## config.mk

```make
export PLATFORM = sky130hd
export DESIGN_NAME = sseg_scan_driver
export DESIGN_NICKNAME = d
export VERILOG_FILES = /design/src/rtl/sseg_scan_driver.sv
export SDC_FILE = /design/constraint.sdc
export NUM_CORES = 1
export LEC_CHECK = 0
export ABC_AREA = 1
export BUFFER_PORTS_ARGS = -buffer_cell sky130_fd_sc_hd__buf_2
export CAP_MARGIN = 10
export CORE_MARGIN = 1
export CORE_UTILIZATION = 56
export DETAILED_ROUTE_END_ITERATION = 12
export GPL_TIMING_DRIVEN = 0
export HOLD_SLACK_MARGIN = 0.1
export MAX_ROUTING_LAYER = met4
export PLACE_DENSITY = 0.77
export SKIP_CTS_REPAIR_TIMING = 1
export SLEW_MARGIN = 20
export SYNTH_ARGS = -nofsm -noshare
export SYNTH_HDL_FRONTEND = slang
export SYNTH_SLANG_ARGS = --single-unit
export TNS_END_PERCENT = 5
```

## constraint.sdc

```tcl
create_clock -name clk -period 2.7 [get_ports clk]
set_input_delay 0.27 -clock clk [delete_from_list [all_inputs] [get_ports clk]]
set_output_delay 0.27 -clock clk [all_outputs]
set_load 0.1 [all_outputs]
```

## src/rtl/sseg_scan_driver.sv

```systemverilog
// ============================================================================
// Module   : sseg_scan_driver
// Brief    : 4-digit multiplexed seven-segment driver, active-low segments and
//            anodes, per-slot dead time and optional leading-zero blanking.
// Revision : 1.0 - initial release
// ============================================================================
`default_nettype none

module sseg_scan_driver #(
    parameter int REFRESH_DIV  = 100000,
    parameter int BLANK_CYCLES = 1
) (
    input  logic        clk,
    input  logic        reset,
    input  logic [15:0] data_in,
    input  logic        load,
    input  logic [3:0]  dp_in,
    input  logic        blank_lz,
    output logic [7:0]  sseg,
    output logic [3:0]  an
);

    localparam int PW = $clog2(REFRESH_DIV);

    logic [PW-1:0] presc_q, presc_d;
    logic [1:0]    idx_q, idx_d;
    logic [15:0]   data_q, data_d;
    logic [3:0]    dp_q, dp_d;
    logic          lz_q, lz_d;
    logic [3:0]    an_q, an_d;
    logic [7:0]    sseg_q, sseg_d;

    logic          w_dead;
    logic [3:0]    w_nib;
    logic [3:0]    w_lzmask;

    function automatic logic [6:0] seg7(input logic [3:0] n);
        case (n)
            4'h0: seg7 = 7'h40;
            4'h1: seg7 = 7'h79;
            4'h2: seg7 = 7'h24;
            4'h3: seg7 = 7'h30;
            4'h4: seg7 = 7'h19;
            4'h5: seg7 = 7'h12;
            4'h6: seg7 = 7'h02;
            4'h7: seg7 = 7'h78;
            4'h8: seg7 = 7'h00;
            4'h9: seg7 = 7'h10;
            4'hA: seg7 = 7'h08;
            4'hB: seg7 = 7'h03;
            4'hC: seg7 = 7'h46;
            4'hD: seg7 = 7'h21;
            4'hE: seg7 = 7'h06;
            default: seg7 = 7'h0E;
        endcase
    endfunction

    // A zero-length dead time would make the compare constant; keep it out of the netlist.
    generate
        if (BLANK_CYCLES == 0) begin : g_no_dead
            assign w_dead = 1'b0;
        end else begin : g_dead
            assign w_dead = (presc_q < PW'(BLANK_CYCLES));
        end
    endgenerate

    always_comb begin
        case (idx_q)
            2'd0:    w_nib = data_q[3:0];
            2'd1:    w_nib = data_q[7:4];
            2'd2:    w_nib = data_q[11:8];
            default: w_nib = data_q[15:12];
        endcase
    end

    // A digit is a leading zero only if it and every digit above it are zero.
    assign w_lzmask[3] = lz_q & (data_q[15:12] == 4'h0);
    assign w_lzmask[2] = w_lzmask[3] & (data_q[11:8] == 4'h0);
    assign w_lzmask[1] = w_lzmask[2] & (data_q[7:4] == 4'h0);
    assign w_lzmask[0] = 1'b0;

    always_comb begin
        presc_d = presc_q + PW'(1);
        idx_d   = idx_q;
        if (presc_q == PW'(REFRESH_DIV - 1)) begin
            presc_d = '0;
            idx_d   = idx_q + 2'd1;
        end
        data_d = data_q;
        dp_d   = dp_q;
        lz_d   = lz_q;
        if (load) begin
            data_d = data_in;
            dp_d   = dp_in;
            lz_d   = blank_lz;
        end
    end

    always_comb begin
        an_d   = 4'b1111;
        sseg_d = 8'hFF;
        if (!w_dead) begin
            an_d = ~(4'b0001 << idx_q);
            if (!w_lzmask[idx_q]) begin
                sseg_d = {~dp_q[idx_q], seg7(w_nib)};
            end
        end
    end

    always_ff @(posedge clk) begin
        if (reset) begin
            presc_q <= '0;
            idx_q   <= 2'd0;
            data_q  <= 16'h0000;
            dp_q    <= 4'h0;
            lz_q    <= 1'b0;
            an_q    <= 4'b1111;
            sseg_q  <= 8'hFF;
        end else begin
            presc_q <= presc_d;
            idx_q   <= idx_d;
            data_q  <= data_d;
            dp_q    <= dp_d;
            lz_q    <= lz_d;
            an_q    <= an_d;
            sseg_q  <= sseg_d;
        end
    end

    assign an   = an_q;
    assign sseg = sseg_q;

endmodule

`default_nettype wire

```

==> results of run 1 <==
[stage by stage]
stage	std cells	util	instance area, µm²
after CTS	460	0.6572	2861
after detailed placement	452	0.6365	2771
after global routing	460	0.6572	2861
after global placement	452	0.6365	2771
final	460	0.6572	2861
after floorplan	365	-	2531
[power by group]
group | total (mW) | internal (mW) | switching [mW]
Clock | 0.451 | 0.210 | 0.241
Combinational | 0.257 | 0.0660 | 0.191
Sequential | 0.823 | 0.805 | 0.0186
Total | 1.53 | 1.08 | 0.451
[registers in the layout, indices dropped and copies added, names as in the netlist]
signal   cells
an           4
data_q      16
lz_q         1
presc_q     17
idx_q        2
dp_q         4
sseg         8
[area by class of cell]
class,instances,area (µm²),area share
Inverter,38,142.6,0.04985
Clock buffer,8,90.09,0.03148
Sequential cell,52,1041,0.3638
Buffer,6,38.79,0.01355
Tap cell,52,65.06,0.02274
Multi-Input combinational cell,269,1309,0.4574
Timing Repair Buffer,35,175.2,0.06122
[critical path, stage by stage (launching register included)]
cell and delay, ns:
dfxtp_1 0.49, inv_1 0.16, ha_1 0.30, nand2_1 0.09
nand2_1 0.06, o21ai_1 0.31, inv_1 0.12, ha_1 0.24
nand3_1 0.13, nand2_1 0.07, nand2_1 0.05, nand3_1 0.08
[cells in the final DEF, fill, tap and decap left out, drive strengths merged]
cell    netlist  layout
clkinv        1       1
inv          37      37
ha           10      10
buf           1      36
nor3          3       3
dfxtp        52      52
or2           1       1
xnor2         2       2
o21bai        1       1
o21ai        30      30
xor2          5       5
and2          1       1
nand3b        1       1
nand4         3       3
clkbuf        5      13
nand2        82      82
nor3b         1       1
a21oi        14      14
nand3        35      35
nor2         80      80
[layer usage]
layer / vias up / routed length, µm / GRT usage / share of wire
met2: 59 / 2489 / 0.3808 / 0.48
met1: 1022 / 2428 / 0.2778 / 0.46
met3: 10 / 202 / 0.03924 / 0.039
li1: 1242 / - / - / -
met4: 0 / 106 / 0.1270 / 0.020
met5: - / 0 / - / 0
[logic make-up (layout without fill, tap and decap cells)]
group                    after synthesis  count (layout)  share of synthesized area
AO/OA/AOI/OAI                         45              45                    0.09293
XOR/XNOR                               7               7                    0.02422
adder cells (fa/ha/maj)               10              10                    0.04943
buffers and inverters                 44              87                    0.07167
flip-flops                            52              52                     0.4113
AND/OR/NAND/NOR                      207             207                     0.3505
[worst paths after layout]
kind,start,to,depth (start not counted)
hold reg to reg,dp_q[3],dp_q[3],2
hold / removal,data_in[8],data_q[8],3
setup / recovery,idx_q[0],sseg[6],11
setup reg to reg,idx_q[0],sseg[6],11
==> flow_summary.toml, run 1 <==
[yosys]
synth_area_leaders = "dfxtp_1 41%, nand2_1 12%, nor2_1 11%"
yosysUniqueCellTypes = 28
yosys.area.top_type = "dfxtp_1"
synth.most_common_cell = "nand2_1"
synth-seq-cells = 52
synth_cells = 365
avgSynthCellArea_um2 = 6.935
synth-main-ff-cell = "dfxtp_1"
yosysWarnings = 0
ys_seq_area_frac = 0.4113
synth_nets = 399
syn_area_um2 = 2531
synth_common_cells = "78 x nand2_1, 71 x nor2_1, 52 x dfxtp_1"
ys_async_sr_fraction = 0
synth_edf_count = 0
synth_top_cell_area_share = 0.4113

[power]
p_leak_nw = 1.276
irDropWorstVdd_mv = 0.3473
design_power_total_mw = 1.531
powerDensity_nw_per_um2 = 535.0

[detailed_routing]
firstDrtPassIters = 4
first_iter_violations = 147
drcViolationCount = 0
wire_per_inst_um = 11.36
dr_total_vias = 2333
ant_nets = 0
finalWirelength_mm = 5.227
routed_via_density = 5.072

[clocking]
h-tree-depth = 2
cts_sinks = 52
tritoncts = "done"
cts-buffers-inserted = 5
clk_path_buf_depth = 2
path_clk_slew_ns = 0.09
insertion_delay_ns = 0.30
clockRootBuffer = "clkbuf_8"

[floorplanning]
core_um2 = 4354
die_h_um = 69.23
io_pins = 36
dieArea_um2 = 4793
die-width_um = 69.23
start_util = 0.5813
rows = 24

[final_layout]
nets = 441
areaGrowthSynthToFinish_pct = 13.05
drive_above_1_share = 0.1422
fill_cells = 402
diodes = 0

[sta]
rsz0062_at_grt = "false"
fin_tns_setup_ns = 0
fin_crit_ns = 2.230
fin_ws_ns = 0.4697
hold_ws_ns = 0.1834
fmax_ghz = 0.4484
drv_slew = 0
relSlewSlack = 0.6549
clock_skew_ns = 0.01025
finalCritPeriodShare = 0.8261
finalHoldViolations = 0
worstMarginPinSlew_ns = 0.5143
setup_viol = 0

[global_routing]
track_usage = 0.2347
grt_pass1_wl_mm = 8.838
first_global_vias = 2084
antenna_found_initial = 0
grt_overflow = 0
grt_start_max_net_pins = 15

[worst_setup_path]
r2r_slack_ns = 0.47
startpoint_type = "register"
crit_fanout = 8
crit_type = "register to register"
required_ns = 2.87
worstPathArrival_ns = 2.40
critPathCaptureType = "register"

[job]
cap_violations = 0

[run_status]
status = "completed"

[place]
hpwl_mm = 3.935
preCtsSetupSlack_ns = 0.5105
gp_congestion = 0.9087
io_buffers = 35

[min_path]
hold_class = "primary input to register"
Power figures use the tool's default switching activity.
==> run 2: changes to the inputs <==
--- a/config.mk
+++ b/config.mk
@@ -9,12 +9,12 @@
 export BUFFER_PORTS_ARGS = -buffer_cell sky130_fd_sc_hd__buf_2
 export CAP_MARGIN = 10
 export CORE_MARGIN = 1
-export CORE_UTILIZATION = 56
+export CORE_UTILIZATION = 51
 export DETAILED_ROUTE_END_ITERATION = 12
 export GPL_TIMING_DRIVEN = 0
 export HOLD_SLACK_MARGIN = 0.1
 export MAX_ROUTING_LAYER = met4
-export PLACE_DENSITY = 0.77
+export PLACE_DENSITY = 0.74
 export SKIP_CTS_REPAIR_TIMING = 1
 export SLEW_MARGIN = 20
 export SYNTH_ARGS = -nofsm -noshare
==> constraint.sdc (replaced) <==
create_clock -name clk -period 2 [get_ports clk]
set_input_delay 0.2 -clock clk [delete_from_list [all_inputs] [get_ports clk]]
set_output_delay 0.2 -clock clk [all_outputs]
set_load 0.1 [all_outputs]
==> flow_summary.toml, run 2 (synthesis results as in run 1) <==
[worst_setup_path]
required_ns = 2.17
r2r_slack_ns = 0.09
crit_fanout = 6
critPathCaptureType = "register"
cpPeakStageDelay_ns = 0.41
startpoint_type = "register"
path_buf_inv = 2
worstPathArrival_ns = 2.08
cpMostUsedCell = "nand2_1"
path_cells = "clkinvlp_4, ha_4, nand2_1, nand2_2, o21ai_4, inv_1, ha_1, nand2_1, nand2_1, nand2_1, nand3_1"
crit_type = "register to register"
crit_family = "adder cells"
crit_slowest_cell = "dfxtp_4"

[clocking]
clockRootBuffer = "clkbuf_8"
cts-buffers-inserted = 5
cts_sinks = 52
path_clk_slew_ns = 0.09
h-tree-depth = 2
tritoncts = "done"
insertion_delay_ns = 0.31
clk_path_buf_depth = 2

[detailed_routing]
routed_via_density = 4.918
finalWirelength_mm = 5.507
firstDrtPassIters = 4
drcViolationCount = 0
dr_total_vias = 2351
first_iter_violations = 132
ant_nets = 0
wire_per_inst_um = 11.52

[place]
place_area_um2 = 2790
hpwl_mm = 3.921
preCtsSetupSlack_ns = -0.1949
gp_congestion = 0.8788
io_buffers = 35
dp_cells = 467

[final_layout]
regMostFlops = "presc_q"
diodes = 0
drive_above_1_share = 0.1873
largest_reg_flops = 17
design_area_um2 = 3037
stdcell_count = 478
fin_util = 0.6387
areaGrowthSynthToFinish_pct = 19.97
final_common_cell = "nand2_1"
nets = 445
final_cell_mix = "77 x nand2_1, 71 x nor2_1, 50 x dfxtp_1"

[floorplanning]
start_util = 0.5324
die_h_um = 72.45
rows = 25
io_pins = 36
core_um2 = 4755
dieArea_um2 = 5249
die-width_um = 72.45

[power]
p_leak_nw = 1.319
switchingPower_mw = 0.6311
irDropWorstVdd_mv = 0.5410
comb_power_share = 0.155
power_frac_seq = 0.481
powerDensity_nw_per_um2 = 758.5
p_int_mw = 1.672
swShare = 0.2740
p_clk_frac = 0.363

[sta]
finalHoldViolations = 0
fmax_ghz = 0.5239
fin_crit_ns = 1.909
finalCritPeriodShare = 0.9543
worstMarginPinSlew_ns = 0.5403
drv_slew = 0
fin_ws_ns = 0.09139
relSlewSlack = 0.6374
clock_skew_ns = 0.006996
setup_viol = 0
fin_tns_setup_ns = 0

[global_routing]
antenna_found_initial = 0
first_global_vias = 2006
grt_pass1_wl_mm = 8.970
track_usage = 0.2282
grt_start_max_net_pins = 16
grt_overflow = 0

[run_status]
status = "completed"

[job]
cap_violations = 0

[min_path]
hold_class = "primary input to register"
## run 2: cell count changes in the layout (fill, tap and decap cells not counted), moves of 2 or more
cell,change
dfxtp_4,+2
buf_4,+3
clkbuf_1,-2
dfxtp_1,-2
nand3_1,-2
ha_4,+3
bufinv_16,+2
ha_1,-6
ha_2,+3
nand3_2,+2
## run 2: cell type report
| class | instances | area, µm² |
|---|---|---|
| fillers | 449 | 1718 |
| clock inverters | 2 | 60.06 |
| flip-flops and latches | 52 | 1049 |
| clock buffers | 5 | 68.82 |
| inverters | 38 | 146.4 |
| repair buffers | 39 | 209.0 |
| plain buffers | 6 | 38.79 |
| multi-input cells | 269 | 1381 |
| well taps | 67 | 83.83 |
## run 2: power groups by stage
stage | registers, mW | clock network, mW | logic (mW)
2_1_floorplan | 1.26 | 0 | 0.142
5_1_grt | 1.11 | 0.887 | 0.390
6_report | 1.11 | 0.837 | 0.357
4_1_cts | 1.11 | 0.853 | 0.347
3_3_place_gp | 1.13 | 0 | 0.340
3_5_place_dp | 1.14 | 0 | 0.343
## run 2: worst register-to-register path: stages (launching register included)
cell and delay, ns:
dfxtp_4 0.41, clkinvlp_4 0.18, ha_4 0.22, nand2_1 0.08, nand2_2 0.07, o21ai_4 0.22, inv_1 0.10, ha_1 0.25
nand2_1 0.08, nand2_1 0.05, nand2_1 0.05, nand3_1 0.08
## run 2: path summary, 6_finish.rpt
path	startpoint	endpoint	cells after the start
setup / recovery	idx_q[0]	sseg[3]	11
hold / removal	dp_in[1]	dp_q[1]	3
setup reg to reg	idx_q[0]	sseg[3]	11
hold reg to reg	dp_q[3]	dp_q[3]	2
## run 2: metrics by stage
step	power, mW	hold slack [ns]
2_1_floorplan	1.401	0.3349
3_3_place_gp	1.475	0.4216
3_5_place_dp	1.479	0.4261
4_1_cts	2.312	0.1009
5_1_grt	2.392	0.1110
6_report	2.303	0.1098
## run 2: metal layers
| layer | track usage | wire (µm) | up-vias |
|---|---|---|---|
| met1 | 0.2801 | 2498 | 1041 |
| met5 | - | 0 | - |
| met4 | 0.1046 | 80 | 0 |
| li1 | - | - | 1243 |
| met3 | 0.03889 | 179 | 10 |
| met2 | 0.3666 | 2748 | 57 |
